### config.mk
export PLATFORM = sky130hd
export DESIGN_NAME = paddle_draw_flat
export DESIGN_NICKNAME = d
export VERILOG_FILES = /design/src/rtl/breakout_pkg.sv /design/src/rtl/paddle_draw_if.sv /design/src/rtl/rect_scanner.sv /design/src/rtl/paddle_draw.sv /design/src/flat_wrapper.sv
export SDC_FILE = /design/constraint.sdc
export NUM_CORES = 1
export LEC_CHECK = 0
export CELL_PAD_IN_SITES_DETAIL_PLACEMENT = 0
export CELL_PAD_IN_SITES_GLOBAL_PLACEMENT = 2
export CORE_MARGIN = 4
export CORE_UTILIZATION = 30
export CTS_CLUSTER_SIZE = 24
export DETAILED_ROUTE_END_ITERATION = 12
export PLACE_DENSITY = 0.74
export SYNTH_ARGS = -nofsm -noshare
export SYNTH_HDL_FRONTEND = slang
export SYNTH_HIERARCHICAL = 1
export SYNTH_SLANG_ARGS = --single-unit
### constraint.sdc
create_clock -name clk -period 4 [get_ports clk]
set_input_delay 0.4 -clock clk [delete_from_list [all_inputs] [get_ports clk]]
set_output_delay 0.4 -clock clk [all_outputs]
set_load 0.01 [all_outputs]
### src/rtl/breakout_pkg.sv
// Shared definitions for the breakout video blocks.
// Contents: screen geometry, colour constants and the paddle renderer
// state encoding. No ports; imported with `import breakout_pkg::*;`.
package breakout_pkg;

    localparam int SCREEN_W = 160;
    localparam int SCREEN_H = 120;

    localparam logic [2:0] COL_BLACK = 3'b000;
    localparam logic [2:0] COL_WHITE = 3'b111;

    typedef enum logic [1:0] {
        IDLE  = 2'd0,
        ERASE = 2'd1,
        DRAW  = 2'd2,
        DONE  = 2'd3
    } paddle_draw_state_t;

endpackage

### src/rtl/paddle_draw_if.sv
// Bundle between the paddle renderer, its requester and the VGA plot port.
// Signals:
//   go, paddle_x                  : redraw request and paddle centre column
//   vga_x, vga_y, colour, plot    : pixel write towards the VGA adapter
//   busy, done                    : renderer status
// Modports: slave = the renderer, master = the requester/observer side.
interface paddle_draw_if;
    logic       go;
    logic [7:0] paddle_x;
    logic [7:0] vga_x;
    logic [6:0] vga_y;
    logic [2:0] colour;
    logic       plot;
    logic       busy;
    logic       done;

    modport slave (
        input  go, paddle_x,
        output vga_x, vga_y, colour, plot, busy, done
    );

    modport master (
        output go, paddle_x,
        input  vga_x, vga_y, colour, plot, busy, done
    );
endinterface

### src/rtl/rect_scanner.sv
// Walks a COLS x ROWS rectangle one pixel per cycle, column fastest.
// Ports:
//   clk, resetn      : clock, synchronous active-low reset
//   start            : begin a new rectangle; offset 0 is current next cycle
//   clear            : abandon any scan and park the counters at zero
//   col_off, row_off : offsets of the pixel that will be current next cycle
//   last             : the current pixel is the final one of the rectangle
// The offsets are presented one cycle early so the owner can register its
// pixel outputs and still have them line up with the scan.
module rect_scanner
    import breakout_pkg::*;
#(
    parameter int COLS = 17,
    parameter int ROWS = 2,
    parameter int CW   = 5,
    parameter int RW   = 1
) (
    input  logic          clk,
    input  logic          resetn,
    input  logic          start,
    input  logic          clear,
    output logic [CW-1:0] col_off,
    output logic [RW-1:0] row_off,
    output logic          last
);

    localparam logic [CW-1:0] COL_LAST = CW'(COLS - 1);
    localparam logic [RW-1:0] ROW_LAST = RW'(ROWS - 1);

    logic [CW-1:0] col_r, col_n;
    logic [RW-1:0] row_r, row_n;
    logic          active_r, active_n;

    // Final-pixel flag and next counter values (clear beats start beats advance).
    always_comb begin
        col_n    = col_r;
        row_n    = row_r;
        active_n = active_r;
        last     = active_r && (col_r == COL_LAST) && (row_r == ROW_LAST);
        if (clear) begin
            col_n    = {CW{1'b0}};
            row_n    = {RW{1'b0}};
            active_n = 1'b0;
        end else if (start) begin
            col_n    = {CW{1'b0}};
            row_n    = {RW{1'b0}};
            active_n = 1'b1;
        end else if (active_r) begin
            if (last) begin
                col_n    = {CW{1'b0}};
                row_n    = {RW{1'b0}};
                active_n = 1'b0;
            end else if (col_r == COL_LAST) begin
                col_n = {CW{1'b0}};
                row_n = row_r + RW'(1);
            end else begin
                col_n = col_r + CW'(1);
            end
        end else begin
            col_n    = col_r;
            row_n    = row_r;
            active_n = active_r;
        end
    end

    assign col_off = col_n;
    assign row_off = row_n;

    // Counter registers.
    always_ff @(posedge clk) begin
        if (!resetn) begin
            col_r    <= {CW{1'b0}};
            row_r    <= {RW{1'b0}};
            active_r <= 1'b0;
        end else begin
            col_r    <= col_n;
            row_r    <= row_n;
            active_r <= active_n;
        end
    end

endmodule

### src/rtl/paddle_draw.sv
// Paddle renderer: on each accepted go, erases the paddle at its previously
// drawn column and draws it at the newly latched column, one pixel per cycle.
// Ports:
//   clk    : system clock
//   resetn : synchronous active-low reset
//   bus    : paddle_draw_if.slave (go/paddle_x in; vga_x/vga_y/colour/plot,
//            busy/done out, all registered)
// The state register and scanner counters describe the pixel on the outputs
// in the current cycle; the output registers are loaded from the next-state
// view so that the first pixel appears the cycle after go is accepted.
module paddle_draw
    import breakout_pkg::*;
#(
    parameter int         HALF_W        = 8,
    parameter int         PADDLE_H      = 2,
    parameter int         PADDLE_Y      = 112,
    parameter logic [2:0] PADDLE_COLOUR = 3'b111
) (
    input  logic          clk,
    input  logic          resetn,
    paddle_draw_if.slave  bus
);

    localparam int COLS = 2 * HALF_W + 1;
    localparam int CW   = (COLS > 1) ? $clog2(COLS) : 1;
    localparam int RW   = (PADDLE_H > 1) ? $clog2(PADDLE_H) : 1;

    paddle_draw_state_t state_r, state_n;
    logic [7:0]    new_x_r, new_x_n;
    logic [7:0]    old_x_r, old_x_n;
    logic          drawn_r, drawn_n;

    logic          scanning_s;
    logic          start_s;
    logic          clear_s;
    logic [CW-1:0] col_off_s;
    logic [RW-1:0] row_off_s;
    logic          last_s;
    logic [7:0]    centre_s;
    logic [9:0]    column_s;
    logic          on_screen_s;
    logic [2:0]    pix_colour_s;

    rect_scanner #(
        .COLS (COLS),
        .ROWS (PADDLE_H),
        .CW   (CW),
        .RW   (RW)
    ) u_scanner (
        .clk     (clk),
        .resetn  (resetn),
        .start   (start_s),
        .clear   (clear_s),
        .col_off (col_off_s),
        .row_off (row_off_s),
        .last    (last_s)
    );

    // Next-state logic, position latching and completion bookkeeping.
    always_comb begin
        state_n = state_r;
        new_x_n = new_x_r;
        old_x_n = old_x_r;
        drawn_n = drawn_r;
        case (state_r)
            IDLE: begin
                if (bus.go) begin
                    new_x_n = bus.paddle_x;
                    if (drawn_r && (bus.paddle_x == old_x_r)) begin
                        state_n = DONE;
                    end else if (drawn_r) begin
                        state_n = ERASE;
                    end else begin
                        state_n = DRAW;
                    end
                end else begin
                    state_n = IDLE;
                end
            end
            ERASE: begin
                if (last_s) begin
                    state_n = DRAW;
                end else begin
                    state_n = ERASE;
                end
            end
            DRAW: begin
                if (last_s) begin
                    state_n = DONE;
                    old_x_n = new_x_r;
                    drawn_n = 1'b1;
                end else begin
                    state_n = DRAW;
                end
            end
            DONE: begin
                state_n = IDLE;
            end
            default: begin
                state_n = IDLE;
            end
        endcase
    end

    // Scanner control: restart on entry to a rectangle phase, park otherwise.
    always_comb begin
        scanning_s = (state_n == ERASE) || (state_n == DRAW);
        start_s    = scanning_s && (state_n != state_r);
        clear_s    = !scanning_s;
    end

    // Pixel for the next cycle. Two spare high bits keep columns past 255
    // from wrapping, so bit 9 alone flags a column left of the screen.
    always_comb begin
        if (state_n == ERASE) begin
            centre_s     = old_x_r;
            pix_colour_s = COL_BLACK;
        end else begin
            centre_s     = new_x_n;
            pix_colour_s = PADDLE_COLOUR;
        end
        column_s    = {2'b00, centre_s} - 10'(HALF_W) + 10'(col_off_s);
        on_screen_s = !column_s[9] && (column_s < 10'(SCREEN_W));
    end

    // State, position and registered output updates.
    always_ff @(posedge clk) begin
        if (!resetn) begin
            state_r    <= IDLE;
            new_x_r    <= 8'd0;
            old_x_r    <= 8'd0;
            drawn_r    <= 1'b0;
            bus.vga_x  <= 8'd0;
            bus.vga_y  <= 7'd0;
            bus.colour <= 3'b000;
            bus.plot   <= 1'b0;
            bus.busy   <= 1'b0;
            bus.done   <= 1'b0;
        end else begin
            state_r  <= state_n;
            new_x_r  <= new_x_n;
            old_x_r  <= old_x_n;
            drawn_r  <= drawn_n;
            bus.busy <= scanning_s;
            bus.done <= (state_n == DONE);
            if (scanning_s) begin
                bus.vga_x  <= column_s[7:0];
                bus.vga_y  <= 7'(PADDLE_Y) + 7'(row_off_s);
                bus.colour <= pix_colour_s;
                bus.plot   <= on_screen_s;
            end else begin
                bus.vga_x  <= 8'd0;
                bus.vga_y  <= 7'd0;
                bus.colour <= 3'b000;
                bus.plot   <= 1'b0;
            end
        end
    end

endmodule

### src/flat_wrapper.sv
// flat-port wrapper written by rule: the top's interface ports become plain ports
module paddle_draw_flat import breakout_pkg::*;
#(
    parameter int         HALF_W        = 8,
    parameter int         PADDLE_H      = 2,
    parameter int         PADDLE_Y      = 112,
    parameter logic [2:0] PADDLE_COLOUR = 3'b111
)
  (clk, resetn, bus_go, bus_paddle_x, bus_vga_x, bus_vga_y, bus_colour, bus_plot, bus_busy, bus_done);
  paddle_draw_if bus_i ();
  input  logic clk;
  input  logic resetn;
  input wire logic [$bits(bus_i.go)-1:0] bus_go;
  input wire logic [$bits(bus_i.paddle_x)-1:0] bus_paddle_x;
  output wire logic [$bits(bus_i.vga_x)-1:0] bus_vga_x;
  output wire logic [$bits(bus_i.vga_y)-1:0] bus_vga_y;
  output wire logic [$bits(bus_i.colour)-1:0] bus_colour;
  output wire logic [$bits(bus_i.plot)-1:0] bus_plot;
  output wire logic [$bits(bus_i.busy)-1:0] bus_busy;
  output wire logic [$bits(bus_i.done)-1:0] bus_done;
  assign bus_i.go = bus_go;
  assign bus_i.paddle_x = bus_paddle_x;
  assign bus_vga_x = bus_i.vga_x;
  assign bus_vga_y = bus_i.vga_y;
  assign bus_colour = bus_i.colour;
  assign bus_plot = bus_i.plot;
  assign bus_busy = bus_i.busy;
  assign bus_done = bus_i.done;
  paddle_draw #(.HALF_W(HALF_W), .PADDLE_H(PADDLE_H), .PADDLE_Y(PADDLE_Y), .PADDLE_COLOUR(PADDLE_COLOUR)) u_core (.clk(clk), .resetn(resetn), .bus(bus_i));
endmodule
==> impl_metrics.tcl, run 1 <==
set metrics [dict create \
    status "finished, final reports clean" \
    rrSetupSlack_ns 0.09 \
    synth_area_per_cell_um2 9.17 \
    power_density_nw_per_um2 281 \
    post-route-util_pct 44.4 \
    power_leakage_nw 1.38 \
    drive_gt1_share_pct 32.6 \
    grt_pass1_wl_um 9050 \
    areaGrowthSynthToFinish_pct 40.8 \
    drc 0 \
    fin_crit_sh_pct 97.7 \
    hpwl_um 4010 \
    postSynth.asyncResetShare_pct 0 \
    num_rows 31 \
    wl_per_cell_um 12.8 \
    synth_top_family_by_area "simple AND/OR/NAND/NOR gates" \
    critPathCaptureType "flop" \
    ys_seq_area_share_pct 34.2 \
    dr_total_vias 1915 \
    tightestPinTransition_ns 0.657 \
    netlist_area_um2 2340 \
    core_um2 7410 \
    yosysWarnings 6 \
    first_pass_iters 4 \
    clock_latency_ns 0.29 \
    io_buffers 28 \
    ioPinCount 32 \
    cts.sinks 40 \
    hold_viol 0 \
    rsz0062_at_grt "true" \
    synth-simple-area-share_pct 25.9 \
    synth_top_cells_by_count "dfxtp_1, nor2b_1, mux2i_1" \
    routed_wl_um 5450 \
    place_congestion 0.742 \
    synth_seq_cells 40 \
    chipHeight_um 96.3 \
    max_slew_margin_pct 56.1 \
    period_minus_slack_ns 3.91 \
    slew_viol_final 0 \
    die_area_um2 9270 \
    drtIter0Drc 61 \
    antenna_cells 0 \
    skew_ns 0.00964 \
    pre_cts_ws_ns -0.645 \
    synth_xor_area_share_pct 6.31 \
    synth_mux_area_share_pct 9.10 \
    postRouteAntennaNets 0 \
    yosysTopAreaCellShare_pct 34.2 \
    synth_edf_count 0 \
    setup_viol 0 \
    crit_type "flop to flop" \
    synth_fa_ha_area_share_pct 6.21 \
    cts_tree "built" \
    crit_arrival_ns 4.09 \
    crit_path_start_kind "flop" \
    antenna_found_initial 0 \
    yosysMostFrequentCell "dfxtp_1" \
    synth_compound_area_share_pct 9.36 \
    clockRootBuffer "clkbuf_8" \
    ir_worst_vdd_mv 0.107 \
    die_w_um 96.3 \
    grt_pass1_vias 1838 \
    clockBufferDepth 2 \
    yosysUniqueCellTypes 51 \
    grt_max_degree 24 \
    overflow 0 \
    synthCells 255 \
    clk_pin_slew_ns 0.08 \
    fin_nets 346 \
    drv_cap 0 \
    initial_core_util_pct 31.6 \
    hold_path.class "flop to flop" \
    h-tree-depth 2 \
    ys.flop_type "dfxtp_1" \
    max_freq_mhz 256 \
    fin_ws_ns 0.0929 \
    cp.required_ns 4.18 \
    vias_per_cell 4.52 \
    synth_top_area_cell "dfxtp_1" \
    grtUsageTotal_pct 12.6 \
    cts-buffers-inserted 5 \
    path_max_fanout 4 \
    netlist_top_cells_area "dfxtp_1, mux2i_1, nor2b_1" \
]
## worst paths after layout
check	start	end	cells past startpoint
setup reg to reg	u_core/u_scanner/col_r[2]$_SDFF_PN0_	u_core/bus.plot$_SDFF_PN0_	17
setup / recovery	u_core/u_scanner/col_r[2]$_SDFF_PN0_	u_core/bus.plot$_SDFF_PN0_	17
hold / removal	u_core/new_x_r[7]$_SDFF_PN0_	u_core/old_x_r[7]$_SDFFE_PN0P_	2
hold reg to reg	u_core/new_x_r[7]$_SDFF_PN0_	u_core/old_x_r[7]$_SDFFE_PN0P_	2
## what timing repair did
item	CTS	global route
resized for setup	23	33
setup buffers	3	7
hold buffers	0	0
pin swaps	7	18
setup endpoints to repair	3	4
## state kept, by name, summed over array words and instances, names as in the netlist
register and flops:
u_core/bus.vga_x 8, u_core/u_scanner/active_r 1, u_core/bus.vga_y 2, u_core/u_scanner/col_r 5, u_core/u_scanner/row_r 1, u_core/bus.colour 1
u_core/bus.done 1, u_core/state_r 2, u_core/drawn_r 1, u_core/bus.plot 1, u_core/new_x_r 8, u_core/bus.busy 1
u_core/old_x_r 8
## cell usage in the layout, fill, tap and decap left out, drive strengths merged, types with 3 or more instances in the layout
cell type and count:
buf 51, dfxtp 40, nor2b 22, clkdlybuf4s50 20
mux2i 19, inv 18, nor3 15, nor2 11
nand2 10, ha 10, xnor2 10, o21ai 9
dlygate4sd2 8, and2 8, clkbuf 6, nand4 6
xor2 6, a211oi 6, nor4 4, a21oi 4
a21o 3, nand3 3, conb 3, nand2b 3
## through the flow
stage / total power, mW / hold WS, ns / instance area, um^2 / setup TNS, ns / instances
CTS: 0.924 / 0.523 / 3100 / 0 / 417
detailed placement: 0.632 / 0.502 / 2930 / -1.66 / 406
floorplan: 0.551 / 0.445 / 2360 / 0 / 257
global placement: 0.632 / 0.498 / 2930 / -1.45 / 406
finish: 0.924 / 0.518 / 3290 / 0 / 424
global route: 0.986 / 0.550 / 3290 / -0.128 / 424
## power by group
group / switching [mW] / internal [mW]
clock network: 0.142 / 0.138
registers: 0.00769 / 0.416
logic: 0.103 / 0.118
## cell type report
cell class / instances / area (um^2)
Inverter: 18 / 67.6
Timing Repair Buffer: 79 / 657
Fill cell: 725 / 4120
Sequential cell: 40 / 805
Tap cell: 99 / 124
Clock inverter: 2 / 10.0
Clock buffer: 6 / 82.6
Multi-Input combinational cell: 180 / 1550
## logic make-up after synthesis
| family | Yosys count |
|---|---|
| fa+ha+maj | 11 |
| xor+xnor | 16 |
| compound gates | 30 |
| flops | 40 |
| other cells | 1 |
| simple gates | 99 |
| buf+inv | 37 |
| mux | 21 |
## per-layer routing
layer	wire, um	global-route usage [%]	part of all wire [%]
met1	2590	17.0	48
met2	2580	20.5	47
met3	218	2.74	4.0
met4	53	3.15	0.97
met5	0	0	0
## worst max-delay path: stages (launching register included)
cell      delay, ns
dfxtp_2        0.34
nor4bb_4       0.31
and3_4         0.29
o21ai_4        0.07
a221oi_4       0.29
ha_4           0.26
or2_4          0.28
nor3_4         0.18
ha_2           0.20
inv_2          0.05
fa_2           0.41
nor2b_4        0.14
o21ai_2        0.07
a21boi_2       0.17
o21ai_2        0.08
xor2_1         0.18
nor2b_2        0.17
a221o_1        0.30
No activity file was read; power rests on OpenSTA's default activity.
==> run 2: changes to the inputs <==
--- a/config.mk
+++ b/config.mk
@@ -9,7 +9,7 @@
 export CELL_PAD_IN_SITES_GLOBAL_PLACEMENT = 2
 export CORE_MARGIN = 4
 export CORE_UTILIZATION = 30
-export CTS_CLUSTER_SIZE = 24
+export CTS_CLUSTER_SIZE = 28
 export DETAILED_ROUTE_END_ITERATION = 12
 export PLACE_DENSITY = 0.74
 export SYNTH_ARGS = -nofsm -noshare
==> results of run 2 <==
Final layout, timing and power as in run 1 (identical DEF).
